## src/rtl/ex_pkg.sv

```systemverilog
// Shared definitions for the EX/MEM pipeline stage.
package ex_pkg;

    localparam int EX_XLEN    = 32;
    localparam int EX_RADDR_W = 5;

    // ALUFn codes
    localparam logic [4:0] FN_AND = 5'b00000;
    localparam logic [4:0] FN_OR  = 5'b00001;
    localparam logic [4:0] FN_ADD = 5'b00010;
    localparam logic [4:0] FN_XOR = 5'b00011;
    localparam logic [4:0] FN_SLL = 5'b00100;
    localparam logic [4:0] FN_SUB = 5'b00110;
    localparam logic [4:0] FN_SRL = 5'b01000;

    // Branch types; codes 5..7 behave as BR_NONE
    localparam logic [2:0] BR_NONE = 3'd0;
    localparam logic [2:0] BR_BEQ  = 3'd1;
    localparam logic [2:0] BR_BNE  = 3'd2;
    localparam logic [2:0] BR_BLT  = 3'd3;
    localparam logic [2:0] BR_BGE  = 3'd4;

    // Buffer occupancy
    typedef enum logic [1:0] {
        OCC_EMPTY = 2'd0,
        OCC_ONE   = 2'd1,
        OCC_TWO   = 2'd2
    } occ_e;

    typedef struct packed {
        logic [EX_XLEN-1:0]    alu;
        logic [EX_XLEN-1:0]    st_data;
        logic [EX_RADDR_W-1:0] rd;
        logic                  reg_write;
        logic                  mem_read;
        logic                  mem_write;
    } entry_t;

endpackage

```

## src/rtl/skid_buf2.sv

```systemverilog
// Generic 2-entry valid/ready skid buffer. in_ready is registered and
// depends only on occupancy, so the upstream path carries no combinational
// dependency on out_ready.
//
// state     | meaning
// OCC_EMPTY | no entries, out_valid low
// OCC_ONE   | head valid, tail free
// OCC_TWO   | head and tail valid, in_ready low
module skid_buf2
    import ex_pkg::*;
#(
    parameter int W = 8
) (
    input  logic         clk_i,
    input  logic         rst_i,
    input  logic         flush_i,
    input  logic         in_valid_i,
    output logic         in_ready_o,
    input  logic [W-1:0] data_i,
    output logic         out_valid_o,
    input  logic         out_ready_i,
    output logic [W-1:0] data_o
);

    occ_e         state_q, state_d;
    logic [W-1:0] head_q, head_d;
    logic [W-1:0] tail_q, tail_d;
    logic         in_ready_q;
    logic         accept;
    logic         pop;

    assign accept      = in_valid_i & in_ready_q;
    assign pop         = (state_q != OCC_EMPTY) & out_ready_i;
    assign in_ready_o  = in_ready_q;
    assign out_valid_o = (state_q != OCC_EMPTY);
    assign data_o      = head_q;

    // Next occupancy and entry movement; flush overrides everything
    always_comb begin
        state_d = state_q;
        head_d  = head_q;
        tail_d  = tail_q;
        case (state_q)
            OCC_EMPTY: begin
                if (accept) begin
                    head_d  = data_i;
                    state_d = OCC_ONE;
                end
            end
            OCC_ONE: begin
                if (accept && pop) begin
                    head_d = data_i;
                end else if (accept) begin
                    tail_d  = data_i;
                    state_d = OCC_TWO;
                end else if (pop) begin
                    state_d = OCC_EMPTY;
                end
            end
            OCC_TWO: begin
                if (pop) begin
                    head_d  = tail_q;
                    state_d = OCC_ONE;
                end
            end
            default: state_d = OCC_EMPTY;
        endcase
        if (flush_i) begin
            state_d = OCC_EMPTY;
            head_d  = head_q;
            tail_d  = tail_q;
        end
    end

    // State, storage and registered ready
    always_ff @(posedge clk_i or posedge rst_i) begin
        if (rst_i) begin
            state_q    <= OCC_EMPTY;
            head_q     <= '0;
            tail_q     <= '0;
            in_ready_q <= 1'b1;
        end else begin
            state_q    <= state_d;
            head_q     <= head_d;
            tail_q     <= tail_d;
            in_ready_q <= (state_d != OCC_TWO);
        end
    end

endmodule

```

## src/rtl/ex_mem_stage.sv

```systemverilog
// EX/MEM stage: buffers ALU results, resolves branches and tracks the
// sticky overflow exception.
module ex_mem_stage
    import ex_pkg::*;
#(
    parameter int XLEN    = EX_XLEN,
    parameter int RADDR_W = EX_RADDR_W
) (
    input  logic               clk,
    input  logic               rst,
    input  logic               flush,
    input  logic               in_valid,
    output logic               in_ready,
    input  logic [XLEN-1:0]    alu_out,
    input  logic               alu_zero,
    input  logic               alu_ng,
    input  logic               alu_ovf,
    input  logic [4:0]         alu_fn,
    input  logic [XLEN-1:0]    pc,
    input  logic [XLEN-1:0]    imm,
    input  logic [XLEN-1:0]    st_data,
    input  logic [RADDR_W-1:0] rd,
    input  logic               reg_write,
    input  logic               mem_read,
    input  logic               mem_write,
    input  logic [2:0]         br_type,
    output logic               out_valid,
    input  logic               out_ready,
    output logic [XLEN-1:0]    out_alu,
    output logic [XLEN-1:0]    out_st_data,
    output logic [RADDR_W-1:0] out_rd,
    output logic               out_reg_write,
    output logic               out_mem_read,
    output logic               out_mem_write,
    output logic               redirect,
    output logic [XLEN-1:0]    redirect_pc,
    output logic               exc_ovf,
    output logic [XLEN-1:0]    exc_pc,
    input  logic               exc_clr
);

    entry_t            entry_in, head;
    logic              br_taken;
    logic              ovf_hit;
    logic              acc_eff;
    logic              redirect_q;
    logic [XLEN-1:0]   redirect_pc_q;
    logic              exc_ovf_q;
    logic [XLEN-1:0]   exc_pc_q;

    // An accept that coincides with flush has no side effects at all
    assign acc_eff = in_valid & in_ready & ~flush;
    assign ovf_hit = alu_ovf & ((alu_fn == FN_ADD) | (alu_fn == FN_SUB));

    // Branch condition from ALU flags
    always_comb begin
        br_taken = 1'b0;
        case (br_type)
            BR_BEQ:  br_taken = alu_zero;
            BR_BNE:  br_taken = ~alu_zero;
            BR_BLT:  br_taken = alu_ng;
            BR_BGE:  br_taken = ~alu_ng;
            default: br_taken = 1'b0;
        endcase
    end

    // Branches write nothing; overflowing ops must not commit results
    always_comb begin
        entry_in.alu       = alu_out;
        entry_in.st_data   = st_data;
        entry_in.rd        = rd;
        entry_in.reg_write = reg_write & ~br_taken & ~ovf_hit;
        entry_in.mem_read  = mem_read & ~br_taken;
        entry_in.mem_write = mem_write & ~br_taken & ~ovf_hit;
    end

    skid_buf2 #(.W($bits(entry_t))) u_buf (
        .clk_i       (clk),
        .rst_i       (rst),
        .flush_i     (flush),
        .in_valid_i  (in_valid),
        .in_ready_o  (in_ready),
        .data_i      (entry_in),
        .out_valid_o (out_valid),
        .out_ready_i (out_ready),
        .data_o      (head)
    );

    assign out_alu       = head.alu;
    assign out_st_data   = head.st_data;
    assign out_rd        = head.rd;
    assign out_reg_write = head.reg_write;
    assign out_mem_read  = head.mem_read;
    assign out_mem_write = head.mem_write;

    // Redirect pulse and sticky overflow; a new overflow beats exc_clr
    always_ff @(posedge clk or posedge rst) begin
        if (rst) begin
            redirect_q    <= 1'b0;
            redirect_pc_q <= '0;
            exc_ovf_q     <= 1'b0;
            exc_pc_q      <= '0;
        end else begin
            redirect_q <= acc_eff & br_taken;
            if (acc_eff && br_taken) begin
                redirect_pc_q <= pc + imm;
            end
            if (acc_eff && ovf_hit && (!exc_ovf_q || exc_clr)) begin
                exc_ovf_q <= 1'b1;
                exc_pc_q  <= pc;
            end else if (exc_clr) begin
                exc_ovf_q <= 1'b0;
            end
        end
    end

    assign redirect    = redirect_q;
    assign redirect_pc = redirect_pc_q;
    assign exc_ovf     = exc_ovf_q;
    assign exc_pc      = exc_pc_q;

endmodule
```

## config.mk

```make
export PLATFORM = sky130hd
export DESIGN_NAME = ex_mem_stage
export DESIGN_NICKNAME = d
export VERILOG_FILES = /design/src/rtl/ex_pkg.sv /design/src/rtl/skid_buf2.sv /design/src/rtl/ex_mem_stage.sv
export SDC_FILE = /design/constraint.sdc
export NUM_CORES = 1
export LEC_CHECK = 0
export ABC_AREA = 1
export CAP_MARGIN = 10
export CORE_ASPECT_RATIO = 0.6
export CORE_MARGIN = 3
export CORE_UTILIZATION = 49
export DETAILED_ROUTE_END_ITERATION = 10
export PLACE_DENSITY = 0.81
export SLEW_MARGIN = 20
export SYNTH_ARGS = -nofsm -noshare
export SYNTH_HDL_FRONTEND = slang
export SYNTH_SLANG_ARGS = --single-unit
export TNS_END_PERCENT = 20
```

## constraint.sdc

```tcl
create_clock -name clk -period 8.3 [get_ports clk]
set_input_delay 1.66 -clock clk [delete_from_list [all_inputs] [get_ports clk]]
set_output_delay 1.66 -clock clk [all_outputs]
set_load 0.1 [all_outputs]
```

==> metrics.txt, run 1 <==
# TYPE chip_impl_metric gauge
chip_impl_info{name="status",value="completed"} 1
chip_impl_metric{name="routed-wl-met2",unit="um"} 13400
chip_impl_metric{name="post_synth.cell_area_avg",unit="um2"} 7.84
chip_impl_metric{name="die-area",unit="um2"} 24500
chip_impl_metric{name="timing.reg2reg.worst_path_depth",unit=""} 7
chip_impl_metric{name="final_antenna_net_count",unit=""} 0
chip_impl_metric{name="post-route-util",unit=""} 0.692
chip_impl_metric{name="clk_path_buf_depth",unit=""} 3
chip_impl_metric{name="post_route_cells_drive_above_1_share",unit=""} 0.0519
chip_impl_info{name="clock_tree_from_tritoncts",value="yes"} 1
chip_impl_metric{name="fp.dieW",unit="um"} 200
chip_impl_metric{name="initial_utilization",unit=""} 0.512
chip_impl_metric{name="grt.total_usage",unit=""} 0.258
chip_impl_metric{name="wire_per_inst",unit="um"} 16.0
chip_impl_metric{name="wl_met1",unit="um"} 14600
chip_impl_metric{name="core_area",unit="um2"} 21600
chip_impl_metric{name="wire_length_of_the_first_global_routing_pass",unit="um"} 50100
chip_impl_info{name="mostFrequentLayoutCell",value="nand2_1"} 1
chip_impl_metric{name="worst_ep_required_time",unit="ns"} 6.64
chip_impl_info{name="topRoutingLayerUsed",value="met4"} 1
chip_impl_metric{name="final-instance-count-excl-fill",unit=""} 1997
chip_impl_metric{name="critical_path.max_stage_delay",unit="ns"} 1.15
chip_impl_metric{name="cts.reportedPaths.clkPinSlew",unit="ns"} 0.07
chip_impl_metric{name="die_height",unit="um"} 122
chip_impl_metric{name="grt_max_degree",unit=""} 106
chip_impl_metric{name="dr_drc_count",unit=""} 0
chip_impl_metric{name="drt_pre_antenna_iters",unit=""} 6
chip_impl_metric{name="total_wirelength",unit="um"} 31900
chip_impl_metric{name="vias_per_cell",unit=""} 5.03
chip_impl_metric{name="core.rowCount",unit=""} 41
chip_impl_metric{name="synth_sequential_area_ratio",unit=""} 0.482
chip_impl_metric{name="synth-async-reset-ratio",unit=""} 1.00
chip_impl_metric{name="yosysWarningCount",unit=""} 0
chip_impl_metric{name="ratio_of_total_power_to_cell_area",unit="nW/um2"} 292
chip_impl_info{name="synth_ff_type",value="dfrtp_1"} 1
chip_impl_info{name="crit_path_start_kind",value="flip-flop"} 1
chip_impl_info{name="rsz0062_at_grt",value="no"} 1
chip_impl_metric{name="synthesis.nets",unit=""} 1596
chip_impl_metric{name="cts_buffers",unit=""} 21
chip_impl_metric{name="num_antenna_cells",unit=""} 0
chip_impl_metric{name="cells_on_worst_hold_path",unit=""} 2
chip_impl_metric{name="hold_slack",unit="ns"} 0.478
chip_impl_metric{name="critPathMaxFanout",unit=""} 3
chip_impl_metric{name="maxCapViolCount",unit=""} 0
chip_impl_metric{name="synth_cell_type_count",unit=""} 33
chip_impl_metric{name="fin_worst_skew",unit="ns"} 0.0132
chip_impl_metric{name="met3_wirelength",unit="um"} 3330
chip_impl_metric{name="gp_routability_congestion",unit=""} 0.969
chip_impl_metric{name="synth_edf_count",unit=""} 0
chip_impl_info{name="timing.critical_path.to_type",value="output port"} 1
chip_impl_metric{name="dpl.cell_count",unit=""} 1959
chip_impl_metric{name="num-fill-cells",unit=""} 1731
chip_impl_metric{name="io_buffer_count",unit=""} 291
chip_impl_metric{name="grt.overflow.total",unit=""} 0
chip_impl_metric{name="ir_drop",unit="mV"} 0.179
chip_impl_metric{name="synthesis_to_layout_area_growth",unit="%"} 35.2
chip_impl_metric{name="clock_latency_late_sink",unit="ns"} 0.51
chip_impl_metric{name="timing.max_slew.rel_slack",unit=""} 0.286
chip_impl_metric{name="final.min_clock_period",unit="ns"} 3.90
chip_impl_metric{name="htreeDepth",unit=""} 1
chip_impl_metric{name="finalSetupViolCount",unit=""} 0
chip_impl_metric{name="finalNetCount",unit=""} 1866
chip_impl_info{name="synth_top_area_cell",value="dfrtp_1"} 1
chip_impl_info{name="worst_path_max_delay_cell",value="clkdlybuf4s50_1"} 1
chip_impl_metric{name="final.setup.tns",unit="ns"} 0
chip_impl_metric{name="worst_pin_slew",unit="ns"} 1.07
chip_impl_metric{name="synthesis.area",unit="um2"} 11100
chip_impl_metric{name="tritoncts_num_sinks",unit=""} 213
chip_impl_info{name="min-delay-path-class",value="flip-flop to flip-flop"} 1
chip_impl_info{name="most_frequent_cells_in_the_layout",value="nand2_1 (506), clkdlybuf4s50_1 (291), dfrtp_1 (212)"} 1
chip_impl_metric{name="first_global_vias",unit=""} 9589
chip_impl_metric{name="cts.hold.buffers_added",unit=""} 0
chip_impl_metric{name="routed-via-count",unit=""} 10054
chip_impl_info{name="worstPathCellList",value="inv_2, nand2_1, clkdlybuf4s50_1"} 1
chip_impl_metric{name="ctsResizeCount",unit=""} 0
chip_impl_info{name="netlist_top_cells_area",value="dfrtp_1 (48%), nand2_1 (17%), o21ai_0 (7.6%), inv_1 (6.4%), mux2_4 (3.9%)"} 1
chip_impl_metric{name="drt-initial-drc-count",unit=""} 846
chip_impl_metric{name="timing.final.crit_share",unit=""} 0.470
chip_impl_info{name="criticalPathCategory",value="flip-flop to output port"} 1
chip_impl_metric{name="critical_path_arrival",unit="ns"} 2.24
chip_impl_metric{name="dp_hpwl",unit="um"} 23300
chip_impl_metric{name="finalHoldViolCount",unit=""} 0
chip_impl_metric{name="floorplan.io_pins",unit=""} 293
chip_impl_metric{name="synth_seq_cells",unit=""} 213
chip_impl_info{name="clock_root_buffer_master",value="clkbuf_16"} 1
chip_impl_metric{name="syn-instance-count",unit=""} 1411
chip_impl_metric{name="leakagePower",unit="nW"} 7.58
chip_impl_metric{name="finalMaxSlewViolations",unit=""} 0
chip_impl_metric{name="number_of_antenna_violations_at_the_first_check_in_global_routing",unit=""} 0
chip_impl_metric{name="cts_setup_buffers",unit=""} 0
chip_impl_metric{name="synth.top_cell.area_share",unit=""} 0.480
chip_impl_metric{name="timing.fmax",unit="MHz"} 256
[power by group]
part | leakage, nW | internal, mW | switching, mW
Sequential | 2.68 | 1.28 | 0.123
Clock | 0.382 | 0.654 | 0.411
Combinational | 4.53 | 0.471 | 1.43
[cell usage after synthesis, types with 2 or more instances]
library cell,n
a21oi_1,22
o21ai_1,60
clkinv_1,2
o21ai_0,169
mux2_4,29
nand3_1,46
nand4_1,3
inv_2,3
nor3_1,3
xnor2_1,15
clkbuf_1,38
ha_1,31
dfrtp_1,212
nand3b_1,4
buf_6,6
nand2_1,507
nor2_1,44
o21bai_1,3
inv_1,190
buf_2,9
mux2_2,3
[kinds of logic (layout without fill, tap and decap cells)]
| group | count (synthesis) | in the layout | share of synthesized area |
|---|---|---|---|
| DFF | 213 | 213 | 0.482 |
| muxes | 32 | 32 | 0.0424 |
| xor gates and xnor gates | 15 | 15 | 0.0119 |
| AOI/OAI and AO/OA | 259 | 259 | 0.119 |
| buffers and inverters | 248 | 533 | 0.0893 |
| adders and majority gates | 32 | 32 | 0.0369 |
| and+or+nand+nor | 612 | 612 | 0.218 |
[sequential cells by signal (all words and copies together) (netlist names)]
register,cells
u_buf.tail_q,72
u_buf.state_q,2
redirect,1
u_buf.in_ready_o,1
u_buf.data_o,72
redirect_pc,32
exc_pc,32
exc_ovf,1
[stage by stage]
step | setup WS (ns) | instance area, um2 | power, mW
after floorplan | 0.819 | 11100 | 2.79
after global routing | 4.32 | 14900 | 4.55
after global placement | 4.23 | 14200 | 3.27
after CTS | 4.38 | 14900 | 4.38
final | 4.40 | 14900 | 4.36
after detailed placement | 4.17 | 14200 | 3.31
[final timing paths]
path	from	endpoint	slack [ns]
hold / removal	u_buf.tail_q[55]$_DFFE_PP0P_	u_buf.tail_q[55]$_DFFE_PP0P_	0.48
min in group asynchronous	rst	exc_pc[5]$_DFFE_PP0P_	1.72
setup reg to reg	u_buf.in_ready_o$_DFF_PP1_	redirect_pc[25]$_DFFE_PP0P_	5.93
setup / recovery	u_buf.state_q[0]$_DFF_PP0_	out_valid	4.40
max in group asynchronous	rst	u_buf.data_o[58]$_DFFE_PP0P_	5.28
hold reg to reg	u_buf.tail_q[55]$_DFFE_PP0P_	u_buf.tail_q[55]$_DFFE_PP0P_	0.48
[cell type report]
cell class	instances	area, um2	area share
Timing Repair Buffer	300	2980	0.199
Sequential cell	213	5330	0.357
Clock buffer	31	633	0.0424
Multi-Input combinational cell	950	4750	0.318
Tap cell	301	377	0.0252
Clock inverter	7	139	0.00929
Inverter	195	739	0.0495
[metal layers]
| layer | vias to the layer above | GRT usage |
|---|---|---|
| met5 | - | 0 |
| li1 | 4961 | - |
| met4 | 0 | 0.0510 |
| met3 | 45 | 0.0872 |
| met1 | 4680 | 0.373 |
| met2 | 368 | 0.380 |
[worst max-delay path: cells and delay by family (launching register included)]
family	cells	cell delay [ns]
buffers and inverters	2	1.21
flip-flops	1	0.44
AND/OR/NAND/NOR	1	0.09
Note: power is estimated with default switching activity, not from simulation.
==> run 2: changes to the inputs <==
- CORE_UTILIZATION: 49 -> 45
- PLACE_DENSITY: 0.81 -> 0.78
- clock period: 8.3 -> 3.4 ns (I/O delays scaled with it)
==> run 2 against run 1 <==
  * Clock skew fell by 0.0081 ns
  * Via count fell by 0.16%
  * Sequential cell count did not move
  * Total power rose by 140%
  * Cell count rose by 0.95%
  * Highest routed layer is now met5
==> metrics.txt, run 2 (synthesis results as in run 1) <==
# TYPE chip_impl_metric gauge
chip_impl_info{name="status",value="completed"} 1
chip_impl_metric{name="leakagePower",unit="nW"} 7.71
chip_impl_metric{name="post-route-util",unit=""} 0.624
chip_impl_metric{name="critical_path.max_stage_delay",unit="ns"} 1.15
chip_impl_metric{name="cells_on_worst_hold_path",unit=""} 2
chip_impl_metric{name="critical_path_arrival",unit="ns"} 2.03
chip_impl_info{name="reg2reg_from",value="u_buf.in_ready_o$_DFF_PP1_"} 1
chip_impl_metric{name="gp_routability_congestion",unit=""} 1.01
chip_impl_metric{name="maxCapViolCount",unit=""} 0
chip_impl_metric{name="tritoncts_num_sinks",unit=""} 213
chip_impl_metric{name="finalMaxSlewViolations",unit=""} 0
chip_impl_info{name="mostFrequentLayoutCell",value="nand2_1"} 1
chip_impl_metric{name="dp_hpwl",unit="um"} 23100
chip_impl_metric{name="wire_per_inst",unit="um"} 15.6
chip_impl_metric{name="timing.reg2reg.worst_path_depth",unit=""} 7
chip_impl_metric{name="ctsResizeCount",unit=""} 0
chip_impl_metric{name="first_global_vias",unit=""} 9214
chip_impl_metric{name="post_route_cells_drive_above_1_share",unit=""} 0.109
chip_impl_info{name="criticalPathCategory",value="flip-flop to output port"} 1
chip_impl_metric{name="finalHoldViolCount",unit=""} 0
chip_impl_metric{name="synthesis_to_layout_area_growth",unit="%"} 33.3
chip_impl_metric{name="timing.fmax",unit="MHz"} 370
chip_impl_metric{name="finalNetCount",unit=""} 1870
chip_impl_metric{name="die_height",unit="um"} 127
chip_impl_metric{name="drt-initial-drc-count",unit=""} 859
chip_impl_metric{name="ratio_of_total_power_to_cell_area",unit="nW/um2"} 706
chip_impl_metric{name="final.min_clock_period",unit="ns"} 2.71
chip_impl_metric{name="htreeDepth",unit=""} 1
chip_impl_metric{name="fin_ws",unit="ns"} 0.695
chip_impl_info{name="worstPathCellList",value="clkdlybuf4s50_1"} 1
chip_impl_metric{name="multi_input_area",unit="um2"} 4750
chip_impl_metric{name="dpl.cell_count",unit=""} 1976
chip_impl_metric{name="num-fill-cells",unit=""} 2028
chip_impl_metric{name="worst_ep_required_time",unit="ns"} 2.72
chip_impl_metric{name="area.sequential",unit="um2"} 5330
chip_impl_metric{name="final_antenna_net_count",unit=""} 0
chip_impl_metric{name="timing.final.crit_share",unit=""} 0.796
chip_impl_metric{name="vias_per_cell",unit=""} 4.98
chip_impl_info{name="clock_tree_from_tritoncts",value="yes"} 1
chip_impl_metric{name="cts_buffers",unit=""} 22
chip_impl_metric{name="timing.max_slew.rel_slack",unit=""} 0.339
chip_impl_metric{name="wire_length_of_the_first_global_routing_pass",unit="um"} 49200
chip_impl_metric{name="ir_drop",unit="mV"} 0.506
chip_impl_metric{name="cp_bufs_invs",unit=""} 1
chip_impl_metric{name="grt_max_degree",unit=""} 145
chip_impl_metric{name="die-area",unit="um2"} 26600
chip_impl_metric{name="initial_utilization",unit=""} 0.468
chip_impl_metric{name="cts_setup_buffers",unit=""} 0
chip_impl_metric{name="cts.reportedPaths.clkPinSlew",unit="ns"} 0.07
chip_impl_metric{name="number_of_antenna_violations_at_the_first_check_in_global_routing",unit=""} 1
chip_impl_metric{name="clk_path_buf_depth",unit=""} 3
chip_impl_info{name="worst_path_max_delay_cell",value="clkdlybuf4s50_1"} 1
chip_impl_info{name="rsz0062_at_grt",value="no"} 1
chip_impl_info{name="hp-start",value="redirect_pc[30]$_DFFE_PP0P_"} 1
chip_impl_metric{name="core_area",unit="um2"} 23600
chip_impl_metric{name="routed-via-count",unit=""} 10038
chip_impl_metric{name="place_worst_setup_slack",unit="ns"} 0.403
chip_impl_metric{name="core.rowCount",unit=""} 43
chip_impl_info{name="reg2reg_to",value="u_buf.data_o[28]$_DFFE_PP0P_"} 1
chip_impl_metric{name="worst_pin_slew",unit="ns"} 0.988
chip_impl_info{name="timing.critical_path.to_type",value="output port"} 1
chip_impl_metric{name="num_antenna_cells",unit=""} 0
chip_impl_metric{name="clock_latency_late_sink",unit="ns"} 0.50
chip_impl_metric{name="fp.dieW",unit="um"} 208
chip_impl_metric{name="finalSetupViolCount",unit=""} 0
chip_impl_metric{name="dr_drc_count",unit=""} 0
chip_impl_metric{name="fin_worst_skew",unit="ns"} 0.00517
chip_impl_metric{name="total_wirelength",unit="um"} 31500
chip_impl_info{name="critical_path.top_delay_family",value="buffers and inverters"} 1
chip_impl_metric{name="drt_pre_antenna_iters",unit=""} 5
chip_impl_metric{name="cts.hold.buffers_added",unit=""} 0
chip_impl_metric{name="io_buffer_count",unit=""} 291
chip_impl_metric{name="grt.total_usage",unit=""} 0.227
chip_impl_info{name="most_frequent_cells_in_the_layout",value="nand2_1 (506), dfrtp_1 (212), clkdlybuf4s50_1 (195)"} 1
chip_impl_info{name="crit_path_start_kind",value="flip-flop"} 1
chip_impl_metric{name="final-instance-count-excl-fill",unit=""} 2016
chip_impl_info{name="hold_path_sink",value="redirect_pc[30]$_DFFE_PP0P_"} 1
chip_impl_info{name="clock_root_buffer_master",value="clkbuf_16"} 1
chip_impl_metric{name="floorplan.io_pins",unit=""} 293
chip_impl_info{name="min-delay-path-class",value="flip-flop to flip-flop"} 1
chip_impl_metric{name="grt.overflow.total",unit=""} 0
chip_impl_metric{name="setup.reg_to_reg.worst_slack",unit="ns"} 1.34
chip_impl_metric{name="final.setup.tns",unit="ns"} 0
chip_impl_metric{name="critPathMaxFanout",unit=""} 2
## run 2: where the power goes
group / switching [mW] / internal (mW)
clock network: 1.03 / 1.42
registers: 0.301 / 3.12
logic: 3.47 / 1.07
## run 2: cell type report
cell class | instances | area share
clock buffers | 30 | 0.0415
clock inverters | 10 | 0.00764
inverters | 195 | 0.0499
multi-input cells | 950 | 0.322
flip-flops and latches | 213 | 0.362
well taps | 315 | 0.0267
repair buffers | 303 | 0.191
## run 2: metal layers
metal  up-vias  global-route usage  wire length [um]
li1       4987                   -                 -
met1      4657               0.337             14700
met2       348               0.321             12900
met3        44              0.0800              3230
met4         2              0.0440               569
met5         -                   0                13
## run 2: worst max-delay path by stage
| stage | start | end | slack, ns | cells after the start |
|---|---|---|---|---|
| finish | u_buf.data_o[10]$_DFFE_PP0P_ | out_st_data[2] | 0.69 | 1 |
| global route | u_buf.data_o[59]$_DFFE_PP0P_ | out_alu[19] | 0.64 | 1 |
| CTS | u_buf.data_o[10]$_DFFE_PP0P_ | out_st_data[2] | 0.67 | 1 |
| detailed placement | pc[0] | redirect_pc[28]$_DFFE_PP0P_ | 0.40 | 11 |
| global placement | pc[0] | redirect_pc[28]$_DFFE_PP0P_ | 0.45 | 11 |
| floorplan | rst | exc_ovf$_DFFE_PP0P_ | -0.05 | 1 |
## run 2: stage by stage
step	hold WS [ns]	instance area (um2)	power [mW]
final	0.481	14700	10.4
after global routing	0.500	14700	10.9
after CTS	0.483	14700	10.5
after detailed placement	0.467	14000	7.99
after global placement	0.461	14000	7.92
after floorplan	0.448	11100	6.80
==> run 3: changes to the inputs <==
- CORE_UTILIZATION: 45 -> 49
- PLACE_DENSITY: 0.78 -> 0.81
- clock period: 3.4 -> 2.5 ns (I/O delays scaled with it)
==> run 3 against run 2 <==
  * Total power up 37%
  * First-iteration DRC count down 7.3%
  * Combinational power up 36%
  * Clock skew up 0.0035 ns
  * Cell count up 0.45%
  * Global-route usage up 2.4 points
  * Sequential power up 36%
  * Die area down 7.9%
  * Sequential share of layout area down 0.30 points
  * Core utilization up 6.4 points
==> metrics.txt, run 3 (synthesis results as in run 1) <==
# TYPE chip_impl_metric gauge
chip_impl_metric{name="ir_drop",unit="mV"} 0.633
chip_impl_metric{name="die_height",unit="um"} 122
chip_impl_metric{name="total_wirelength",unit="um"} 31500
chip_impl_metric{name="cts.hold.buffers_added",unit=""} 0
chip_impl_metric{name="synthesis_to_layout_area_growth",unit="%"} 34.4
chip_impl_metric{name="timing.final.crit_share",unit=""} 0.882
chip_impl_metric{name="wire_per_inst",unit="um"} 15.6
chip_impl_metric{name="htreeDepth",unit=""} 1
chip_impl_info{name="clock_root_buffer_master",value="clkbuf_16"} 1
chip_impl_metric{name="fin_ws",unit="ns"} 0.295
chip_impl_metric{name="clockPowerShare",unit=""} 0.239
chip_impl_info{name="clock_tree_from_tritoncts",value="yes"} 1
chip_impl_metric{name="p_comb_frac",unit=""} 0.433
chip_impl_metric{name="cts.reportedPaths.clkPinSlew",unit="ns"} 0.07
chip_impl_metric{name="grt_max_degree",unit=""} 88
chip_impl_metric{name="final_antenna_net_count",unit=""} 0
chip_impl_metric{name="vias_per_cell",unit=""} 5.01
chip_impl_metric{name="drt-initial-drc-count",unit=""} 796
chip_impl_metric{name="post_route_cells_drive_above_1_share",unit=""} 0.150
chip_impl_metric{name="critical_path.max_stage_delay",unit="ns"} 0.45
chip_impl_metric{name="timing.max_slew.rel_slack",unit=""} 0.530
chip_impl_metric{name="tritoncts_num_sinks",unit=""} 213
chip_impl_metric{name="fp.dieW",unit="um"} 200
chip_impl_metric{name="finalMaxSlewViolations",unit=""} 0
chip_impl_info{name="criticalPathCategory",value="primary input to flip-flop"} 1
chip_impl_metric{name="ratio_of_total_power_to_cell_area",unit="nW/um2"} 959
chip_impl_metric{name="finalSetupViolCount",unit=""} 0
chip_impl_metric{name="dp_hpwl",unit="um"} 23800
chip_impl_metric{name="cellInternalPower",unit="mW"} 7.75
chip_impl_metric{name="routed-via-count",unit=""} 10141
chip_impl_metric{name="leakagePower",unit="nW"} 7.93
chip_impl_info{name="most_frequent_cells_in_the_layout",value="nand2_1 (506), dfrtp_1 (212), inv_1 (189)"} 1
chip_impl_metric{name="drt_pre_antenna_iters",unit=""} 7
chip_impl_metric{name="wire_length_of_the_first_global_routing_pass",unit="um"} 49200
chip_impl_metric{name="cp_bufs_invs",unit=""} 2
chip_impl_metric{name="total_switching_power",unit="mW"} 6.51
chip_impl_metric{name="first_global_vias",unit=""} 9511
chip_impl_info{name="critical_path.top_delay_family",value="adder cells"} 1
chip_impl_metric{name="dr_drc_count",unit=""} 0
chip_impl_metric{name="finalNetCount",unit=""} 1895
chip_impl_metric{name="finalHoldViolCount",unit=""} 0
chip_impl_metric{name="cts_buffers",unit=""} 21
chip_impl_metric{name="worst_ep_required_time",unit="ns"} 2.90
chip_impl_metric{name="place_worst_setup_slack",unit="ns"} -0.216
chip_impl_info{name="min-delay-path-class",value="primary input to asynchronous set/reset pin"} 1
chip_impl_metric{name="final.min_clock_period",unit="ns"} 2.21
chip_impl_metric{name="io_buffer_count",unit=""} 291
chip_impl_metric{name="grt.overflow.total",unit=""} 0
chip_impl_metric{name="worst_pin_slew",unit="ns"} 0.701
chip_impl_metric{name="gp_routability_congestion",unit=""} 0.969
chip_impl_metric{name="power_switching_share",unit=""} 0.457
chip_impl_info{name="mostFrequentLayoutCell",value="nand2_1"} 1
chip_impl_metric{name="die-area",unit="um2"} 24500
chip_impl_metric{name="number_of_antenna_violations_at_the_first_check_in_global_routing",unit=""} 1
chip_impl_info{name="status",value="completed"} 1
chip_impl_metric{name="critical_path_arrival",unit="ns"} 2.61
chip_impl_info{name="worst_path_max_delay_cell",value="fa_1"} 1
chip_impl_metric{name="core_area",unit="um2"} 21600
chip_impl_metric{name="ctsResizeCount",unit=""} 0
chip_impl_metric{name="maxCapViolCount",unit=""} 0
chip_impl_metric{name="core.rowCount",unit=""} 41
chip_impl_metric{name="fin_worst_skew",unit="ns"} 0.00866
chip_impl_metric{name="cts_setup_buffers",unit=""} 0
chip_impl_metric{name="clock_latency_late_sink",unit="ns"} 0.49
chip_impl_metric{name="clk_path_buf_depth",unit=""} 3
chip_impl_info{name="worstPathCellList",value="clkdlybuf4s50_1, ha_1, fa_1, nand3_1, nand3_1, buf_4, nand2_1, nand2_1, nand2_1, nand2_1, nand2_1, nand2_1, o21ai_0"} 1
chip_impl_metric{name="floorplan.io_pins",unit=""} 293
chip_impl_info{name="timing.critical_path.to_type",value="flip-flop"} 1
chip_impl_metric{name="timing.fmax",unit="MHz"} 453
chip_impl_metric{name="power.share.sequential",unit=""} 0.327
chip_impl_info{name="rsz0062_at_grt",value="no"} 1
chip_impl_metric{name="num_antenna_cells",unit=""} 0
chip_impl_metric{name="post-route-util",unit=""} 0.688
chip_impl_info{name="crit_path_start_kind",value="primary input"} 1
chip_impl_info{name="crit_path_frequent_cell",value="nand2_1"} 1
chip_impl_metric{name="critPathMaxFanout",unit=""} 4
chip_impl_metric{name="initial_utilization",unit=""} 0.512
chip_impl_metric{name="grt.total_usage",unit=""} 0.251
==> run 3: cell types whose count changed in the layout (fill, tap and decap cells not counted), moves of 2 or more <==
cell,before,now
bufinv_16,2,4
clkbuf_1,6,1
buf_4,104,171
clkbuf_8,1,3
clkbuf_16,23,21
buf_12,4,7
clkdlybuf4s50_1,195,151
==> run 3: metal layers <==
layer | GRT usage | up-vias | part of all wire
met5 | 0 | - | 0.00041
met4 | 0.0475 | 2 | 0.018
met3 | 0.0727 | 40 | 0.097
met2 | 0.366 | 355 | 0.42
met1 | 0.375 | 4719 | 0.47
li1 | - | 5025 | -
==> run 3: cell type report <==
class / instances / area (um2)
multi-input combinational: 950 / 4750
clock buffer: 25 / 571
fill: 1747 / 6730
clock inverter: 12 / 170
sequential: 213 / 5330
inverter: 195 / 736
timing repair buffer: 329 / 2940
tap: 301 / 377
==> run 3: worst paths after layout <==
path,slack [ns],from,to,cells after the start
hold / removal,0.30,rst,u_buf.tail_q[7]$_DFFE_PP0P_,2
min in group clk,0.48,u_buf.tail_q[45]$_DFFE_PP0P_,u_buf.tail_q[45]$_DFFE_PP0P_,2
setup / recovery,0.29,pc[0],redirect_pc[16]$_DFFE_PP0P_,13
setup reg to reg,0.63,u_buf.in_ready_o$_DFF_PP1_,redirect_pc[16]$_DFFE_PP0P_,6
max in group asynchronous,1.35,rst,exc_pc[12]$_DFFE_PP0P_,3
hold reg to reg,0.48,u_buf.tail_q[45]$_DFFE_PP0P_,u_buf.tail_q[45]$_DFFE_PP0P_,2
==> run 3: per-stage QoR <==
step           instance area [um2]  cells  total power [mW]  setup TNS, ns  hold slack (ns)
6_report                     14900   2025              14.3              0            0.296
2_1_floorplan                11100   1411              9.25        -163.16            0.448
3_3_place_gp                 14100   1988              10.8         -0.985            0.461
5_1_grt                      14900   2025              14.9              0            0.310
3_5_place_dp                 14100   1988              10.9          -1.52            0.467
4_1_cts                      14900   2025              14.3              0            0.284
==> run 3: power by group through the flow <==
stage / Clock, mW / Combinational, mW / Sequential [mW]
after CTS: 3.48 / 6.20 / 4.66
after global routing: 3.61 / 6.51 / 4.75
final: 3.41 / 6.18 / 4.66
after floorplan: 0 / 1.30 / 7.95
after global placement: 0 / 6.11 / 4.67
after detailed placement: 0 / 6.18 / 4.70
